[src/rtl/uart_frame_builder.sv]
// Response frame serializer: SOF, STATUS, CMD, optional little-endian ADDR, DATA, CRC-8 trailer.
// Optional diagnostic counters are built only when FRAME_BUILDER_DIAG_EN is defined.
module uart_frame_builder #(
    parameter int          MAX_DATA_BYTES = 64,
    parameter logic [7:0]  SOF_BYTE       = 8'h5A
) (
    input  logic        clk,
    input  logic        rst,
    input  logic        build_valid,
    output logic        build_ready,
    input  logic [7:0]  build_status,
    input  logic [7:0]  build_cmd,
    input  logic        build_addr_en,
    input  logic [31:0] build_addr,
    input  logic [6:0]  build_len,
    output logic [5:0]  data_rd_idx,
    input  logic [7:0]  data_rd_byte,
    output logic [7:0]  tx_data,
    output logic        tx_valid,
    input  logic        tx_ready,
    output logic        busy,
    output logic        frame_done,
    output logic        error_len,
    output logic [15:0] diag_frame_cnt,
    output logic [15:0] diag_stall_cnt
);

    localparam logic [6:0] MAX_LEN = 7'(MAX_DATA_BYTES);

    typedef enum logic [2:0] {
        S_IDLE, S_SOF, S_STATUS, S_CMD, S_ADDR, S_DATA, S_CRC
    } state_t;

    state_t      state_q, state_d;
    logic [7:0]  status_q, status_d;
    logic [7:0]  cmd_q, cmd_d;
    logic        addr_en_q, addr_en_d;
    logic [31:0] addr_q, addr_d;
    logic [6:0]  len_q, len_d;
    logic [1:0]  byte_cnt_q, byte_cnt_d;
    logic [5:0]  idx_q, idx_d;
    logic [7:0]  crc_q, crc_d;
    logic        frame_done_q, frame_done_d;
    logic        error_len_q, error_len_d;
    logic        fire;

    // CRC-8, polynomial 0x07, MSB first, no reflection.
    function automatic logic [7:0] crc8_next(input logic [7:0] crc, input logic [7:0] b);
        logic [7:0] c;
        c = crc ^ b;
        for (int i = 0; i < 8; i++) begin
            c = c[7] ? ((c << 1) ^ 8'h07) : (c << 1);
        end
        return c;
    endfunction

    assign tx_valid    = (state_q != S_IDLE);
    assign build_ready = (state_q == S_IDLE);
    assign busy        = !build_ready;
    assign fire        = tx_valid && tx_ready;
    assign data_rd_idx = idx_q;
    assign frame_done  = frame_done_q;
    assign error_len   = error_len_q;

    always_comb begin
        tx_data = 8'h00;
        case (state_q)
            S_SOF:    tx_data = SOF_BYTE;
            S_STATUS: tx_data = status_q;
            S_CMD:    tx_data = cmd_q;
            S_ADDR:   tx_data = addr_q[{byte_cnt_q, 3'b000} +: 8];
            S_DATA:   tx_data = data_rd_byte;
            S_CRC:    tx_data = crc_q;
            default:  tx_data = 8'h00;
        endcase
    end

    always_comb begin
        state_d      = state_q;
        status_d     = status_q;
        cmd_d        = cmd_q;
        addr_en_d    = addr_en_q;
        addr_d       = addr_q;
        len_d        = len_q;
        byte_cnt_d   = byte_cnt_q;
        idx_d        = idx_q;
        crc_d        = crc_q;
        frame_done_d = 1'b0;
        error_len_d  = 1'b0;
        case (state_q)
            S_IDLE: begin
                if (build_valid) begin
                    if (build_len > MAX_LEN) begin
                        error_len_d = 1'b1;
                    end else begin
                        status_d   = build_status;
                        cmd_d      = build_cmd;
                        addr_en_d  = build_addr_en;
                        addr_d     = build_addr;
                        len_d      = build_len;
                        byte_cnt_d = 2'd0;
                        idx_d      = 6'd0;
                        crc_d      = 8'h00;
                        state_d    = S_SOF;
                    end
                end
            end
            S_SOF: begin
                if (fire) state_d = S_STATUS;
            end
            S_STATUS: begin
                if (fire) begin
                    crc_d   = crc8_next(crc_q, tx_data);
                    state_d = S_CMD;
                end
            end
            S_CMD: begin
                if (fire) begin
                    crc_d = crc8_next(crc_q, tx_data);
                    if (addr_en_q)          state_d = S_ADDR;
                    else if (len_q != 7'd0) state_d = S_DATA;
                    else                    state_d = S_CRC;
                end
            end
            S_ADDR: begin
                if (fire) begin
                    crc_d      = crc8_next(crc_q, tx_data);
                    byte_cnt_d = byte_cnt_q + 2'd1;
                    if (byte_cnt_q == 2'd3) state_d = (len_q != 7'd0) ? S_DATA : S_CRC;
                end
            end
            S_DATA: begin
                if (fire) begin
                    crc_d = crc8_next(crc_q, tx_data);
                    // Index returns to 0 on the last byte so it reads 0 outside DATA.
                    if ({1'b0, idx_q} == len_q - 7'd1) begin
                        idx_d   = 6'd0;
                        state_d = S_CRC;
                    end else begin
                        idx_d = idx_q + 6'd1;
                    end
                end
            end
            S_CRC: begin
                if (fire) begin
                    frame_done_d = 1'b1;
                    state_d      = S_IDLE;
                end
            end
            default: state_d = S_IDLE;
        endcase
    end

    always_ff @(posedge clk or posedge rst) begin
        if (rst) begin
            state_q      <= S_IDLE;
            status_q     <= 8'h00;
            cmd_q        <= 8'h00;
            addr_en_q    <= 1'b0;
            addr_q       <= 32'h0;
            len_q        <= 7'd0;
            byte_cnt_q   <= 2'd0;
            idx_q        <= 6'd0;
            crc_q        <= 8'h00;
            frame_done_q <= 1'b0;
            error_len_q  <= 1'b0;
        end else begin
            state_q      <= state_d;
            status_q     <= status_d;
            cmd_q        <= cmd_d;
            addr_en_q    <= addr_en_d;
            addr_q       <= addr_d;
            len_q        <= len_d;
            byte_cnt_q   <= byte_cnt_d;
            idx_q        <= idx_d;
            crc_q        <= crc_d;
            frame_done_q <= frame_done_d;
            error_len_q  <= error_len_d;
        end
    end

`ifdef FRAME_BUILDER_DIAG_EN
    logic [15:0] frame_cnt_q, frame_cnt_d;
    logic [15:0] stall_cnt_q, stall_cnt_d;

    // Both counters saturate rather than wrap.
    always_comb begin
        frame_cnt_d = frame_cnt_q;
        stall_cnt_d = stall_cnt_q;
        if (frame_done_d && frame_cnt_q != 16'hFFFF) frame_cnt_d = frame_cnt_q + 16'd1;
        if (tx_valid && !tx_ready && stall_cnt_q != 16'hFFFF) stall_cnt_d = stall_cnt_q + 16'd1;
    end

    always_ff @(posedge clk or posedge rst) begin
        if (rst) begin
            frame_cnt_q <= 16'h0000;
            stall_cnt_q <= 16'h0000;
        end else begin
            frame_cnt_q <= frame_cnt_d;
            stall_cnt_q <= stall_cnt_d;
        end
    end

    assign diag_frame_cnt = frame_cnt_q;
    assign diag_stall_cnt = stall_cnt_q;
`else
    assign diag_frame_cnt = 16'h0000;
    assign diag_stall_cnt = 16'h0000;
`endif

endmodule

[config.mk]
export PLATFORM = sky130hd
export DESIGN_NAME = uart_frame_builder
export DESIGN_NICKNAME = d
export VERILOG_FILES = /design/src/rtl/uart_frame_builder.sv
export SDC_FILE = /design/constraint.sdc
export NUM_CORES = 1
export LEC_CHECK = 0
export ABC_AREA = 1
export CAP_MARGIN = 20
export CORE_UTILIZATION = 43
export CTS_BUF_LIST = sky130_fd_sc_hd__clkbuf_8
export DETAILED_ROUTE_END_ITERATION = 12
export PLACE_DENSITY = 0.79
export SYNTH_ARGS = -nofsm -noshare
export SYNTH_HDL_FRONTEND = slang
export SYNTH_SLANG_ARGS = --single-unit
[constraint.sdc]
create_clock -name clk -period 2.26 [get_ports clk]
set_input_delay 0.452 -clock clk [delete_from_list [all_inputs] [get_ports clk]]
set_output_delay 0.452 -clock clk [all_outputs]
set_load 0.01 [all_outputs]
* Word level (Yosys, flattened, before mapping) *
Index checks and enable logic that the tools add are counted.

word-level totals
  bits in registers = 77
  latch bits = 0
  RAM bits = 0
  memory bits (read-only) = 0
  input bits = 68
  word-level logic and storage cells = 99
  memories = 0

operators by class
  add/sub/neg operators = 3
  multipliers = 0
  divide/modulo/power cells = 0
  $lt $le $gt $ge = 1
  equal/unequal tests = 19
  shifts and indexed selects = 1
  multiplexer cells = 40
  bitwise gates (word level) = 10
  reductions and logical operators = 14

operator list
  kind                 number
  $mux 3               18
  $pmux 8 s6           1
  $shiftx 32x6->8      1
  $mux 6               4
  $mux 8               3
  $not 3->3            8
  $pmux 3 s7           1
  $ne 2x2->1 const B   10
  $pmux 8 s2           1
  $pmux 6 s2           1
  $reduce_and 4->1     3
  $mux 2               5
  $reduce_and 10->1    1
  $eq 3x3->1 const B   3
  $xor 8x8->8          1
  $eq 6x7->1           1
  $gt 7x7->1 const B   1
  $reduce_bool 7->1    1
  $sub 7x1->7 const B  1
  $add 6x1->6 const B  1
  $eq 3x2->1 const B   2
  $reduce_bool 2->1    3
  $mux 1               5
  $pmux 2 s2           1
  other kinds (11)     11

* Longest topological paths before layout *
Gate-level depths: netlist (run 1).

  word-level depth = 21
  depth in mapped cells = 17
  gate-level depth less buffers = 16

* Least setup slack after synthesis (run 1) *
No wires, ideal clock.

  kind = flip-flop to flip-flop
  from = register state_q[1]
  to = register idx_q[3], in the netlist data_rd_idx[3]
  arrival time = 1,571 ps
  data required time = 2,129 ps
  slack = 558 ps
  cell stages (with the launch flop) = 11
  buffers on the path = 1
  clock period less this slack = 1,702 ps
  path through = dfrtp_1 buf_4 inv_2 nand2_4 nor2_4 nand3_2 a21oi_2 inv_1 nor2_1 xor2_1 a21oi_1

on the way
  elaborated cells on any way between the ends = 10

RTL lines
  item                                                       RTL line  source
  start, declared                                            34        state_t state_q, state_d;
  start signal, assigned                                     168       state_q <= state_d;
  $logic_not 3->1 (*)                                        n/a
  net build_ready                                            10        output logic build_ready,
  $ne 2x2->1 (no line) or $reduce_bool 2->1 (tied branches)  n/a
  $reduce_and 4->1 (no line)                                 n/a
  end signal, assigned                                       175       idx_q <= idx_d;
  end, declared                                              41        logic [5:0] idx_q, idx_d;

The timed path passes the listed nets; every way through them passes the cells marked *.
A chain may end at the register's enable or synchronous reset.

* Worst setup path in the final report (run 1) *
  from = register state_q[2]
  to = output port tx_data[6]

on the way
  cells in the longest elaborated chain, start to end = 2
  elaborated cells on any way between the ends = 7

RTL lines
  item                                      RTL line  source
  $eq 3x3->1, or another cell as far along  67        case (state_q)
  $pmux 8 s6 (*)                            67
  end, declared                             18        output logic [7:0] tx_data,

Every way passes the cells marked *; elsewhere a longest branch is shown, timed or not.

==> flow_summary.toml, run 1 <==
[synthesis]
post-synth-top-count-cell = "nand2_1"
synth_seq_cells = 77
synth_common_cells = "nand2_1 (242), dfrtp_1 (77), inv_1 (53), o21ai_0 (49), nand3_1 (47)"
yosysTopAreaCell = "dfrtp_1"
synthArstFlopShare_pct = 100.0
synth_cell_types = 34
netlist.area_leader.share_pct = 40.85
synth_edf_count = 0
syn_inst = 651
synth_seq_area_share_pct = 40.85
syn_avg_cell_area_sq_um = 7.246
syn_area_sq_mm = 0.004717
synth_warnings = 0
synth_top_cells_by_area = "dfrtp_1 (41%), nand2_1 (19%), buf_4 (5.9%)"
synth_ff_type = "dfrtp_1"

[detailed_routing]
postRouteWirelength_um = 12140
avgRoutedWirePerCell_um = 13.35
drt_iter0_drc = 308
vias_per_cell = 4.972
vias = 4520
drtAntennaViolNets = 0
drt_pass1_iterations = 5
drc = 0

[cts]
htree_num_levels = 3
cts_buffer_depth = 2
cts_sinks = 77
cts_buffers = 9
cts_tree = "yes"
clock_latency_ps = 350
cts_root_buffer = "clkbuf_8"
path_clk_slew_ps = 80

[placed_design]
io_buffers = 86
gp_congestion = 0.8794
place_hpwl_um = 8688
place_area_sq_mm = 0.005704

[floorplan]
die_y_um = 106.7
die_w_um = 106.7
io_pins = 119
core-area_sq_mm = 0.01046
row_count = 37
initial_utilization_pct = 45.08
die-area_sq_mm = 0.01139

[timing]
holdWs_ps = 475.3
fmax_mhz = 453.6
rsz0062_at_grt = "true"
fin_crit_sh_pct = 97.55
slew_violations = 0
finalSetupTns_ps = 0
hold_viol = 0
setup_viol = 0
finalCriticalPeriod_ps = 2205
skew_ps = 9.786

[grt]
grt_pass1_vias = 4326
antenna_found_initial = 0
overflow = 0
grt_pass1_wl_um = 19440
grt_max_degree = 78
gr-usage-all-layers_pct = 21.65

[critical_path]
end_kind = "output port"
critPathArrivalTime_ps = 1750
crit_path_start_kind = "flop"
crit_fanout = 4
path_common_cell = "buf_4"
critPathKind = "flop to output port"
crit_required_ps = 1810
crit_slowest_cell = "dfrtp_1"
crit_chain = "buf_4 > nor2_2 > buf_4 > nand3_1 > nand2_1 > nor2_4 > nand2_4 > clkdlybuf4s15_1"
crit_path_max_incr_delay_ps = 430

[worst_hold_path]
min_path_type = "flop to flop"

[pwr]
vdd_ir_drop_max_mv = 0.6463
total_power_mw = 8.152
p_leak_nw = 3.141
power_density_mw_per_mm2 = 1327

[cells_and_area]
finalInstanceArea_sq_mm = 0.006145
drive_above_1_share_pct = 16.30
nets = 842
antenna_cells = 0
syn2layout_area_growth_pct = 30.27

[flow_run]
cap_violations = 0

[outcome]
outcome = "finished, final reports clean"
## through the flow
stage	util, %	cells	setup slack, ps
6_report	58.73	909	55.26
5_1_grt	58.73	909	-55.47
4_1_cts	57.46	897	-251.9
3_3_place_gp	54.52	874	-75.49
2_1_floorplan	-	682	558.4
3_5_place_dp	54.52	874	-51.49
## routing by layer
layer | up-vias | share of wire (%) | global-route usage, %
met1 | 2124 | 43 | 27.70
met3 | 20 | 6.0 | 4.377
met5 | - | 0 | 0
met4 | 0 | 1.7 | 8.415
li1 | 2211 | - | -
met2 | 165 | 49 | 35.94
## placed cells by master, fill, tap and decap left out, types with 6 or more instances in the layout
cell type        instances
nand2_1                239
inv_2                    8
buf_4                   35
nand3_1                 46
nand2_2                 22
o22ai_1                  7
clkdlybuf4s50_1         75
xor2_1                   7
conb_1                  32
o21ai_0                 47
ha_1                     6
nor2_1                  29
clkbuf_8                13
inv_1                   50
dfrtp_1                 75
nand4_1                  9
## cell type report
cell class              instances  area (sq um)
inverters                      62         246.5
fillers                       962          4318
clock inverters                 3         65.06
multi-input cells             489          2337
repair buffers                129          1217
flip-flops and latches         77          1929
clock buffers                  13         178.9
well taps                     136         170.2
## flip-flops by register name, summed over array words and instances, names as in the netlist, 2 cells and up
register / cells
cmd_q: 8
addr_q: 32
byte_cnt_q: 2
data_rd_idx: 6
state_q: 3
crc_q: 8
status_q: 8
len_q: 7
## worst max-delay path: cells and delay by family, from the launching register on
kind / cells / cell delay [ps]
buffers and inverters: 3 / 550
flip-flops: 1 / 430
AND/OR/NAND/NOR: 5 / 430
## power by group
| group | internal (mW) | total (mW) | switching (mW) |
|---|---|---|---|
| clock | 0.742 | 1.24 | 0.503 |
| sequential | 1.96 | 2.33 | 0.364 |
| combinational | 1.84 | 4.58 | 2.74 |
## final timing paths
path	startpoint	endpoint	slack, ps	depth (start not counted)
setup / recovery	state_q[2]	tx_data[6]	60	8
hold / removal	addr_q[12]	addr_q[12]	480	2
setup reg to reg	state_q[1]	data_rd_idx[5]	150	11
hold reg to reg	addr_q[12]	addr_q[12]	480	2
max in group asynchronous	rst	byte_cnt_q[0]	1350	3
min in group asynchronous	rst	data_rd_idx[5]	570	3
## cell families (layout without fill, tap and decap cells)
logic type	count (synthesis)	count (layout)	share of synthesized area [%]
simple gates	370	370	34.43
buf+inv	116	207	13.13
flops	77	77	40.85
compound gates	71	71	8.064
xor+xnor	10	10	1.857
fa+ha+maj	6	6	1.591
other cells	1	32	0.07950
## repair_timing
action                     4_1_cts  5_1_grt
pin swaps                        2        8
setup endpoints to repair       11       11
gates resized for setup         25       23
hold buffers                     0        0
buffers inserted                 7       12
Power figures use the tool's default switching activity.
==> run 2, diff against run 1 <==
- CORE_ASPECT_RATIO: not set -> 1.1
==> run 2 against run 1 <==
Count of clock-buffer cells in the layout down 4. Register-to-register slack improved by 30 ps. Cell area fell by 0.37%. First-iteration DRC count fell by 34%. Non-clock buffer count decreased by 1. Largest cell class unchanged. Worst hold slack gained 8.6 ps. Sequential share of layout area is 0.12 points higher. Clock skew increased by 2.5 ps. Clock power fell by 17%. Largest power group unchanged. Routed wire length is 2.4% lower.
==> flow_summary.toml, run 2 (synthesis results as in run 1) <==
[cells_and_area]
top_register = "addr_q"
largest_reg_flops = 32
finalInstanceArea_sq_mm = 0.006122
final_common_cell = "nand2_1"
nets = 842
antenna_cells = 0
layoutNonFillerInstCount = 915
syn2layout_area_growth_pct = 29.79
final_core_util_pct = 58.08
layout_common_cells = "nand2_1 (234), dfrtp_1 (75), clkdlybuf4s50_1 (75)"
drive_above_1_share_pct = 17.36

[pwr]
pwr-share-clk_pct = 12.8
power.switching_mw = 3.648
p_comb_share_pct = 58.1
p_leak_nw = 3.099
swShare_pct = 45.55
power_frac_seq_pct = 29.1
power_density_mw_per_mm2 = 1308
p_int_mw = 4.360
vdd_ir_drop_max_mv = 0.6526

[cts]
clock_latency_ps = 370
cts_buffer_depth = 2
htree_num_levels = 3
cts_tree = "yes"
cts_sinks = 77
cts_hold_buf = 0
cts_root_buffer = "clkbuf_8"
path_clk_slew_ps = 80
cts_buffers = 9

[floorplan]
die_w_um = 101.9
die_y_um = 111.9
die-area_sq_mm = 0.01139
initial_utilization_pct = 44.75
io_pins = 119
core-area_sq_mm = 0.01054
row_count = 39

[grt]
grt_pass1_wl_um = 19290
grt_max_degree = 78
overflow = 0
antenna_found_initial = 0
gr-usage-all-layers_pct = 21.92
grt_pass1_vias = 4251

[critical_path]
crit_path_start_kind = "flop"
crit_fanout = 11
end_kind = "output port"
r2r_end = "crc_q[2]"
crit_required_ps = 1810
critPathArrivalTime_ps = 1770
rr_startpoint = "state_q[1]"
ff2ff_setup_slack_ps = 180
critPathKind = "flop to output port"
reg2regPathDepth = 17

[placed_design]
place_area_sq_mm = 0.005705
io_buffers = 86
gp_congestion = 0.8426
place_hpwl_um = 8563
dpl.cell_count = 880

[outcome]
outcome = "finished, final reports clean"

[detailed_routing]
drt_iter0_drc = 204
drtAntennaViolNets = 0
avgRoutedWirePerCell_um = 12.94
drc = 0
vias_per_cell = 4.930
postRouteWirelength_um = 11840
drt_pass1_iterations = 7
vias = 4511

[worst_hold_path]
hold_path_end = "addr_q[16]"
min_path_type = "flop to flop"
worstHoldPathCells = 2
worstHoldStart = "addr_q[16]"

[timing]
fin_crit_sh_pct = 98.24
setup_viol = 0
skew_ps = 12.25
fmax_mhz = 450.4
rsz0062_at_grt = "true"
slew_violations = 0
finalCriticalPeriod_ps = 2220
hold_viol = 0

[flow_run]
cap_violations = 0
run 2: cell type report:
cell class | count | area [sq um]
Multi-Input combinational cell | 489 | 2385
Fill cell | 950 | 4418
Inverter | 62 | 246.5
Sequential cell | 77 | 1929
Clock inverter | 6 | 65.06
Timing Repair Buffer | 128 | 1186
Timing Repair inverter | 1 | 7.507
Clock buffer | 9 | 123.9
Tap cell | 143 | 178.9
run 2: worst max-delay path by stage:
stage	start	slack, ps	cells past startpoint	end
final	state_q[0]	40	7	tx_data[6]
after global routing	state_q[0]	-50	8	tx_data[6]
after CTS	state_q[1]	-80	9	tx_data[0]
after detailed placement	data_rd_byte[4]	-50	6	tx_data[4]
after global placement	data_rd_byte[4]	-50	6	tx_data[4]
after floorplan	state_q[1]	560	10	data_rd_idx[3]
run 2: metrics by stage:
stage / total power [mW] / hold slack (ps) / worst slack, ps / setup TNS [ps]
floorplan: 5.341 / 443.6 / 558.4 / 0
global placement: 6.482 / 457.6 / -52.25 / -155.5
detailed placement: 6.600 / 464.3 / -48.40 / -543.2
CTS: 7.806 / 487.1 / -84.68 / -84.68
global route: 8.702 / 507.3 / -51.49 / -109.4
finish: 8.007 / 483.9 / 39.69 / 0
run 2: timing repair:
action,CTS,global route
buffers inserted,11,10
resized for setup,42,28
setup endpoints to repair,11,8
gates cloned,1,0
pin swaps,7,7
run 2: layer usage:
| layer | wire [um] | GRT usage (%) | up-vias |
|---|---|---|---|
| li1 | - | - | 2217 |
| met1 | 4929 | 26.63 | 2087 |
| met2 | 5911 | 36.89 | 175 |
| met3 | 683 | 4.645 | 32 |
| met4 | 320 | 10.00 | 0 |
| met5 | 0 | 0 | - |
run 2: power by group through the flow:
| stage | Clock (mW) | Combinational [mW] | Sequential (mW) |
|---|---|---|---|
| finish | 1.03 | 4.65 | 2.33 |
| global route | 1.11 | 5.20 | 2.39 |
| CTS | 1.05 | 4.45 | 2.31 |
| detailed placement | 0 | 4.28 | 2.32 |
| global placement | 0 | 4.17 | 2.31 |
| floorplan | 0 | 3.12 | 2.22 |
run 2: critical path, cell delays in order (launching register included):
cell	delay (ps)
dfrtp_1	430
inv_4	120
nand2_4	60
nor2_4	220
buf_4	170
nand2_4	60
nand2_4	70
dlygate4sd2_1	260
==> run 3, diff against run 2 <==
- CORE_UTILIZATION: 43 -> 27
- PLACE_DENSITY: 0.79 -> 0.56
- SLEW_MARGIN: not set -> 20
==> run 3 against run 2 <==
Worst setup slack improved by 12 ps. Clock skew decreased by 5.4 ps. Final cell count increased by 14%. Largest cell class unchanged. Via count decreased by 1.4%. Routed wire length increased by 8.5%. Flip-flop and latch count unchanged. Combinational power increased by 9.0%.
==> flow_summary.toml, run 3 (synthesis results as in run 1) <==
[outcome]
outcome = "finished, final reports clean"

[timing]
skew_ps = 6.831
setup_viol = 0
fmax_mhz = 452.7
slew_violations = 0
hold_viol = 0
fin_crit_sh_pct = 97.73
rsz0062_at_grt = "true"
finalCriticalPeriod_ps = 2209

[grt]
grt_pass1_vias = 4350
overflow = 0
antenna_found_initial = 0
grt_pass1_wl_um = 20970
gr-usage-all-layers_pct = 15.06
grt_max_degree = 78

[floorplan]
die-area_sq_mm = 0.01800
die_w_um = 128.0
io_pins = 119
core-area_sq_mm = 0.01708
die_y_um = 140.6
row_count = 50
initial_utilization_pct = 27.62

[detailed_routing]
drc = 0
postRouteWirelength_um = 12850
drtAntennaViolNets = 0
avgRoutedWirePerCell_um = 12.27
drt_iter0_drc = 159
drt_pass1_iterations = 5
vias_per_cell = 4.248
vias = 4448

[cts]
cts_buffers = 9
cts_buffer_depth = 2
path_clk_slew_ps = 80
clock_latency_ps = 370
cts_hold_buf = 0
cts_root_buffer = "clkbuf_8"
htree_num_levels = 3
cts_tree = "yes"
cts_sinks = 77

[placed_design]
gp_congestion = 0.7952
place_hpwl_um = 9650
io_buffers = 86

[flow_run]
cap_violations = 0

[cells_and_area]
antenna_cells = 0
final_core_util_pct = 38.54
nets = 882
layout_common_cells = "nand2_1 (229), buf_4 (76), clkdlybuf4s50_1 (75)"
drive_above_1_share_pct = 22.63
largest_reg_flops = 32
syn2layout_area_growth_pct = 39.55
final_common_cell = "nand2_1"
top_register = "addr_q"

[pwr]
power.switching_mw = 3.729
vdd_ir_drop_max_mv = 0.5206
p_int_mw = 4.738
power_frac_seq_pct = 27.4
power_density_mw_per_mm2 = 1286
pwr-share-clk_pct = 12.8
p_leak_nw = 3.290
swShare_pct = 44.04
total_power_mw = 8.467
p_comb_share_pct = 59.9

[critical_path]
crit_fanout = 5
critPathKind = "flop to output port"
crit_required_ps = 1810
end_kind = "output port"
crit_path_start_kind = "flop"
crit_slowest_cell = "dfrtp_2"
crit_chain = "buf_4 > buf_4 > nand3_4 > inv_2 > nand2_1 > nand2_2 > nor2_4 > nand2_2 > buf_2"
critPathArrivalTime_ps = 1760
crit_path_max_incr_delay_ps = 450

[worst_hold_path]
min_path_type = "flop to flop"
run 3: cell type report:
type / instances / area, sq um
multi-input combinational: 489 / 2395
timing repair buffer: 169 / 1520
fill: 1817 / 10500
inverter: 62 / 241.5
tap: 234 / 292.8
sequential: 77 / 1932
clock inverter: 6 / 63.81
clock buffer: 10 / 137.6
run 3: final timing paths:
check                                 from        endpoint  slack [ps]  depth (start not counted)
worst max register to register  state_q[1]        crc_q[6]          90                         16
min in group asynchronous              rst  data_rd_idx[5]         550                          3
worst max-delay path            state_q[0]      tx_data[4]          50                          9
worst min-delay path             addr_q[5]       addr_q[5]         480                          2
max in group asynchronous              rst   byte_cnt_q[0]        1380                          3
worst min register to register   addr_q[5]       addr_q[5]         480                          2
run 3: stage by stage:
stage,std cells,TNS (ps),area (sq um),hold slack [ps],setup WS [ps]
after global routing,1047,-172.1,6583,517.0,-42.31
after CTS,1044,-35.28,6477,486.3,-35.28
after global placement,1013,-200.1,6147,460.2,-110.0
after floorplan,682,0,4837,443.6,558.4
after detailed placement,1013,-150.6,6147,463.3,-76.17
final,1047,0,6583,480.7,51.26
run 3: power by group through the flow:
stage                     sequential [mW]  clock, mW  combinational (mW)
after global placement               2.35          0                4.67
after detailed placement             2.35          0                4.73
final                                2.32       1.08                5.07
after CTS                            2.31       1.12                4.87
after floorplan                      2.22          0                3.12
after global routing                 2.39       1.17                5.74
run 3: routing by layer:
| layer | part of all wire (%) | track usage, % | wire (um) | up-vias |
|---|---|---|---|---|
| met1 | 46 | 19.15 | 5921 | 2040 |
| met2 | 49 | 25.43 | 6318 | 90 |
| met5 | 0 | 0 | 0 | - |
| met3 | 3.1 | 2.353 | 392 | 17 |
| met4 | 1.7 | 6.068 | 216 | 0 |
| li1 | - | - | - | 2301 |
run 3: what timing repair did:
| item | 4_1_cts | 5_1_grt |
|---|---|---|
| pin swaps | 8 | 14 |
| endpoints found under the hold margin | 0 | 0 |
| setup buffers | 15 | 3 |
| setup endpoints to repair | 11 | 16 |
| gates resized for setup | 46 | 30 |
run 3: worst max-delay path: cells and delay by family, from the launching register on:
| family | cells | cell delay, ps |
|---|---|---|
| and+or+nand+nor | 5 | 440 |
| buffers and inverters | 4 | 490 |
| DFF | 1 | 450 |
